==> src/rtl/ps2_key_decoder.sv <==
// ps2_key_decoder
//   PS/2 keyboard front end for the T-rex game. Conditions the raw PS/2 pins,
//   receives 11-bit frames (start, 8 data LSB first, odd parity, stop), and
//   decodes scan-code set 2 make/break sequences into held key levels.
//
// Ports
//   clk        system clock
//   rst        synchronous active-high reset
//   ps2_clk    raw PS/2 clock pin (asynchronous)
//   ps2_data   raw PS/2 data pin (asynchronous)
//   rx_data    last correctly received byte
//   rx_valid   one-cycle strobe when rx_data is updated
//   frame_err  one-cycle strobe on parity, stop-bit or timeout error
//   key_up     Up arrow (E0 75) held
//   key_down   Down arrow (E0 72) held
//   key_space  Space (29) held
//   key_enter  Enter (5A) held
//   jump       key_up | key_space, registered
//   duck       key_down, registered
module ps2_key_decoder #(
    parameter int unsigned FILTER_LEN = 8,
    parameter int unsigned TIMEOUT    = 100000
) (
    input  logic       clk,
    input  logic       rst,
    input  logic       ps2_clk,
    input  logic       ps2_data,
    output logic [7:0] rx_data,
    output logic       rx_valid,
    output logic       frame_err,
    output logic       key_up,
    output logic       key_down,
    output logic       key_space,
    output logic       key_enter,
    output logic       jump,
    output logic       duck
);

    localparam int unsigned ToW = (TIMEOUT > 2) ? $clog2(TIMEOUT) : 1;
    localparam logic [ToW-1:0] ToMax = ToW'(TIMEOUT - 1);

    typedef enum logic [1:0] {StIdle, StData, StParity, StStop} state_e;

    // Input conditioning
    logic                  clk_s1_q, clk_s2_q, dat_s1_q, dat_s2_q;
    logic [FILTER_LEN-1:0] hist_q, hist_d;
    logic                  filt_q, filt_d;
    logic                  fall_q, fall_d;

    // Receiver
    state_e         state_q, state_d;
    logic [2:0]     bitcnt_q, bitcnt_d;
    logic [7:0]     shift_q, shift_d;
    logic           parity_q, parity_d;
    logic [ToW-1:0] to_cnt_q, to_cnt_d;
    logic [7:0]     rx_data_q, rx_data_d;
    logic           rx_valid_q, rx_valid_d;
    logic           frame_err_q, frame_err_d;

    // Decoder
    logic ext_q, ext_d, brk_q, brk_d;
    logic key_up_q, key_up_d, key_down_q, key_down_d;
    logic key_space_q, key_space_d, key_enter_q, key_enter_d;
    logic jump_q, jump_d, duck_q, duck_d;

    always_comb begin
        hist_d = {hist_q[FILTER_LEN-2:0], clk_s2_q};
        filt_d = filt_q;
        // Level only moves once the whole history agrees.
        if (&hist_q) begin
            filt_d = 1'b1;
        end else if (~|hist_q) begin
            filt_d = 1'b0;
        end
        fall_d = filt_q & ~filt_d;
    end

    always_comb begin
        state_d     = state_q;
        bitcnt_d    = bitcnt_q;
        shift_d     = shift_q;
        parity_d    = parity_q;
        rx_data_d   = rx_data_q;
        rx_valid_d  = 1'b0;
        frame_err_d = 1'b0;

        if (state_q == StIdle || fall_q) begin
            to_cnt_d = '0;
        end else begin
            to_cnt_d = to_cnt_q + 1'b1;
        end

        unique case (state_q)
            StIdle: begin
                // A high bit on a fall is not a start bit; ignore it silently.
                if (fall_q && !dat_s2_q) begin
                    state_d  = StData;
                    bitcnt_d = 3'd0;
                end
            end
            StData: begin
                if (fall_q) begin
                    shift_d  = {dat_s2_q, shift_q[7:1]};
                    bitcnt_d = bitcnt_q + 3'd1;
                    if (bitcnt_q == 3'd7) begin
                        state_d = StParity;
                    end
                end
            end
            StParity: begin
                if (fall_q) begin
                    parity_d = dat_s2_q;
                    state_d  = StStop;
                end
            end
            StStop: begin
                if (fall_q) begin
                    if (dat_s2_q && (^{shift_q, parity_q})) begin
                        rx_data_d  = shift_q;
                        rx_valid_d = 1'b1;
                    end else begin
                        frame_err_d = 1'b1;
                    end
                    state_d = StIdle;
                end
            end
            default: state_d = StIdle;
        endcase

        // A stalled frame is dropped along with any partial data.
        if (state_q != StIdle && !fall_q && to_cnt_q == ToMax) begin
            state_d     = StIdle;
            frame_err_d = 1'b1;
            shift_d     = '0;
            to_cnt_d    = '0;
        end
    end

    always_comb begin
        ext_d       = ext_q;
        brk_d       = brk_q;
        key_up_d    = key_up_q;
        key_down_d  = key_down_q;
        key_space_d = key_space_q;
        key_enter_d = key_enter_q;
        if (rx_valid_q) begin
            if (rx_data_q == 8'hE0) begin
                ext_d = 1'b1;
            end else if (rx_data_q == 8'hF0) begin
                brk_d = 1'b1;
            end else begin
                case ({ext_q, rx_data_q})
                    9'h175:  key_up_d    = ~brk_q;
                    9'h172:  key_down_d  = ~brk_q;
                    9'h029:  key_space_d = ~brk_q;
                    9'h05A:  key_enter_d = ~brk_q;
                    default: ;
                endcase
                ext_d = 1'b0;
                brk_d = 1'b0;
            end
        end
        jump_d = key_up_q | key_space_q;
        duck_d = key_down_q;
    end

    always_ff @(posedge clk) begin
        if (rst) begin
            clk_s1_q    <= 1'b1;
            clk_s2_q    <= 1'b1;
            dat_s1_q    <= 1'b1;
            dat_s2_q    <= 1'b1;
            hist_q      <= '1;
            filt_q      <= 1'b1;
            fall_q      <= 1'b0;
            state_q     <= StIdle;
            bitcnt_q    <= 3'd0;
            shift_q     <= 8'h00;
            parity_q    <= 1'b0;
            to_cnt_q    <= '0;
            rx_data_q   <= 8'h00;
            rx_valid_q  <= 1'b0;
            frame_err_q <= 1'b0;
            ext_q       <= 1'b0;
            brk_q       <= 1'b0;
            key_up_q    <= 1'b0;
            key_down_q  <= 1'b0;
            key_space_q <= 1'b0;
            key_enter_q <= 1'b0;
            jump_q      <= 1'b0;
            duck_q      <= 1'b0;
        end else begin
            clk_s1_q    <= ps2_clk;
            clk_s2_q    <= clk_s1_q;
            dat_s1_q    <= ps2_data;
            dat_s2_q    <= dat_s1_q;
            hist_q      <= hist_d;
            filt_q      <= filt_d;
            fall_q      <= fall_d;
            state_q     <= state_d;
            bitcnt_q    <= bitcnt_d;
            shift_q     <= shift_d;
            parity_q    <= parity_d;
            to_cnt_q    <= to_cnt_d;
            rx_data_q   <= rx_data_d;
            rx_valid_q  <= rx_valid_d;
            frame_err_q <= frame_err_d;
            ext_q       <= ext_d;
            brk_q       <= brk_d;
            key_up_q    <= key_up_d;
            key_down_q  <= key_down_d;
            key_space_q <= key_space_d;
            key_enter_q <= key_enter_d;
            jump_q      <= jump_d;
            duck_q      <= duck_d;
        end
    end

    assign rx_data   = rx_data_q;
    assign rx_valid  = rx_valid_q;
    assign frame_err = frame_err_q;
    assign key_up    = key_up_q;
    assign key_down  = key_down_q;
    assign key_space = key_space_q;
    assign key_enter = key_enter_q;
    assign jump      = jump_q;
    assign duck      = duck_q;

endmodule

==> config.mk <==
export PLATFORM = sky130hd
export DESIGN_NAME = ps2_key_decoder
export DESIGN_NICKNAME = d
export VERILOG_FILES = /design/src/rtl/ps2_key_decoder.sv
export SDC_FILE = /design/constraint.sdc
export NUM_CORES = 1
export LEC_CHECK = 0
export CAP_MARGIN = 20
export CORE_AREA = 2 2 74 76
export CTS_BUF_LIST = sky130_fd_sc_hd__clkbuf_2 sky130_fd_sc_hd__clkbuf_4 sky130_fd_sc_hd__clkbuf_8
export CTS_CLUSTER_DIAMETER = 50
export CTS_CLUSTER_SIZE = 24
export DETAILED_ROUTE_END_ITERATION = 8
export DIE_AREA = 0 0 76 78
export DONT_BUFFER_PORTS = 1
export GPL_ROUTABILITY_DRIVEN = 0
export PLACE_DENSITY = 0.72
export SYNTH_ARGS = -nofsm -noshare
export SYNTH_HDL_FRONTEND = slang
export SYNTH_SLANG_ARGS = --single-unit
==> constraint.sdc <==
create_clock -name clk -period 5.6 [get_ports clk]
set_input_delay 0.56 -clock clk [delete_from_list [all_inputs] [get_ports clk]]
set_output_delay 0.56 -clock clk [all_outputs]
set_load 0.02 [all_outputs]
==> impl_metrics.toml <==
[sta]
tightest_slew_ns = 0.598
slew_headroom_pct = 60.1
finClkSkew_ns = 0.00738
fin_hold_ws_ns = 0.288
hold_viol = 0
tns_ns = 0
final_max_slew_viol_count = 0
max_freq_mhz = 489
finalCritPeriodShare_pct = 36.5
setup_viol_count_final = 0
rsz0062_at_grt = "false"
fin_crit_ns = 2.05

[floorplanning]
ioPinCount = 20
chipHeight_um = 78
core_area_um2 = 5040
rows = 26
start_util_pct = 53.9
fp.dieArea_um2 = 5930
fp.dieW_um = 76

[logic_synthesis]
synth_nets = 298
syn_area_um2 = 2720
ys_ff_latch = 63
netlist_instances = 286
yosysWarningCount = 0
async_flop_share_pct = 0
yosysTopAreaCellShare_pct = 46.4
synth_top_area_cell = "dfxtp_1"
synth_cell_types = 46
synth_commonest_cells = "dfxtp_1 (63), nor2_1 (26), nand2_1 (22), nand3_1 (18), a21oi_1 (17)"
ys_top_cells_by_area = "dfxtp_1 (46%), ha_1 (3.7%), nor2_1 (3.6%), nand2b_1 (3.5%), mux2i_1 (3.3%)"
synth_ff_type = "dfxtp_1"
ys_seq_area_share_pct = 46.4
synth_edf_count = 0
synth.avg_cell_area_um2 = 9.51
yosys.cell_count.top_type = "dfxtp_1"

[clock_network]
clk_latency_ns = 0.34
numCtsBuffers = 9
postCtsSetupBuffers = 0
numClockSinks = 63
clockRootBuffer = "clkbuf_8"
cts_resized = 0
cts_tree = "done"
cts_max_path_buffers = 2
h-tree-depth = 3
holdBufCountCts = 0
clk_pin_slew_worst_paths_ns = 0.07

[global_routing]
grt_remaining_overflow = 0
antenna_found_initial = 0
grt_pass1_vias = 1776
grt_pass1_wl_um = 8000
grt_usage_pct = 17.0
grt_max_degree = 46

[final_layout]
final_area_um2 = 3000
nets = 298
nFillCells = 428
drive_gt1_share_pct = 11.3
antennaDiodeCount = 0
syn2layout_area_growth_pct = 10.4

[min_path]
hold_start = "rst"
min_path_type = "in2reg"
whs_path_depth = 1
min_to = "bitcnt_q[0]"

[run]
cap_violations = 0

[setup_path]
arrival_ns = 2.32
reg2reg_from = "state_q[1]"
worstSetupPathType = "reg2reg"
setup.worst_path.start_class = "flip-flop"
rr_endpoint = "bitcnt_q[0]"
reg2reg_depth = 6
path_max_fanout = 14
cp-end-kind = "flip-flop"
reg2reg_slack_ns = 3.55
worstPathRequired_ns = 5.87

[power]
seqPwrFrac_pct = 47.2
p_comb_share_pct = 3.4
ir_drop_mv = 0.201
sw_frac_of_total_pct = 20.1
netSwitchingPower_mw = 0.194
p_leak_nw = 0.989
p_int_mw = 0.771
power.total_mw = 0.965
clockPowerShare_pct = 49.3
powerDensity_nw_per_um2 = 322

[detailed_routing]
finalWirelength_um = 4590
drc = 0
wire_per_inst_um = 12.7
first_iter_violations = 108
drt-pass1-iter-count = 4
ant_nets = 0
vias = 1973
via_per_inst = 5.47

[status]
status = "completed"

[placement]
port_buffers = 0
hpwl_um = 3110
place_area_um2 = 2760
final cells by class:
| class | instances | area (um2) | share of cell area, % |
|---|---|---|---|
| Inverter | 3 | 11.3 | 0.375 |
| Clock buffer | 10 | 138 | 4.59 |
| Tap cell | 70 | 87.6 | 2.92 |
| Clock inverter | 6 | 108 | 3.58 |
| Sequential cell | 63 | 1260 | 42.0 |
| Multi-Input combinational cell | 209 | 1400 | 46.5 |
critical path, stage by stage (launching register included):
cell and delay, ns:
dfxtp_1 0.34, inv_1 0.10, ha_1 0.43, nor2b_1 0.27, o21ai_0 0.19, or3b_2 0.53
a21oi_1 0.12
state kept, by name, summed over array words and instances, names as in the netlist, 2 cells and up:
register and count:
to_cnt_q 17, state_q 2, hist_q 8, rx_data 8
shift_q 8, bitcnt_q 3
how the worst max path moves through the flow:
stage,start,endpoint,cells past startpoint,slack [ns]
finish,state_q[1],bitcnt_q[0],6,3.55
global route,state_q[1],bitcnt_q[0],6,3.39
CTS,state_q[1],bitcnt_q[0],6,3.57
detailed placement,state_q[1],bitcnt_q[0],6,3.59
global placement,to_cnt_q[0],to_cnt_q[15],5,3.66
floorplan,to_cnt_q[0],to_cnt_q[13],7,3.78
per-layer routing:
layer,part of all wire [%],track usage (%),routed length (um)
met5,0,0,0
met4,2.4,10.4,109
met3,4.9,5.93,223
met2,43,25.3,1970
met1,50,21.3,2290
cell usage in the layout, fill, tap and decap left out, drive strengths merged, types with 3 or more instances in the layout:
| cell type | synthesis | routed |
|---|---|---|
| o21ai | 5 | 5 |
| nor2 | 26 | 26 |
| nor4 | 5 | 5 |
| dfxtp | 63 | 63 |
| or3 | 4 | 4 |
| clkbuf | 8 | 10 |
| xnor2 | 8 | 8 |
| or2 | 13 | 13 |
| nor2b | 4 | 4 |
| nand2 | 22 | 22 |
| mux2i | 10 | 10 |
| nand2b | 15 | 15 |
| nand4 | 4 | 4 |
| bufinv | 0 | 3 |
| a21oi | 17 | 17 |
| inv | 3 | 3 |
| nand4b | 4 | 4 |
| nor3 | 3 | 3 |
| nor4b | 3 | 3 |
| a211oi | 5 | 5 |
| xor2 | 9 | 9 |
| ha | 8 | 8 |
| nand3 | 18 | 18 |
| and4 | 4 | 4 |
metrics by stage:
step                setup slack [ns]  util, %  std cells
floorplan                       3.78        -        286
finish                          3.55     59.5        361
global placement                3.66     54.7        345
detailed placement              3.59     54.7        345
global route                    3.39     59.5        361
CTS                             3.57     59.5        361
power by group through the flow:
| stage | logic, mW | clock network [mW] | registers, mW |
|---|---|---|---|
| 3_3_place_gp | 0.0333 | 0 | 0.466 |
| 5_1_grt | 0.0390 | 0.508 | 0.456 |
| 4_1_cts | 0.0337 | 0.486 | 0.456 |
| 6_report | 0.0332 | 0.476 | 0.456 |
| 2_1_floorplan | 0.0330 | 0 | 0.465 |
| 3_5_place_dp | 0.0336 | 0 | 0.466 |
logic make-up after synthesis:
family                     after synthesis  share of synthesized area, %
DFF                                     63                          46.4
xor gates and xnor gates                19                          7.23
AOI/OAI and AO/OA                       36                          8.24
adders and majority gates                8                          3.68
and+or+nand+nor                        136                          28.1
muxes                                   10                          4.14
buffers and inverters                   14                          2.25
Note: power is estimated with default switching activity, not from simulation.
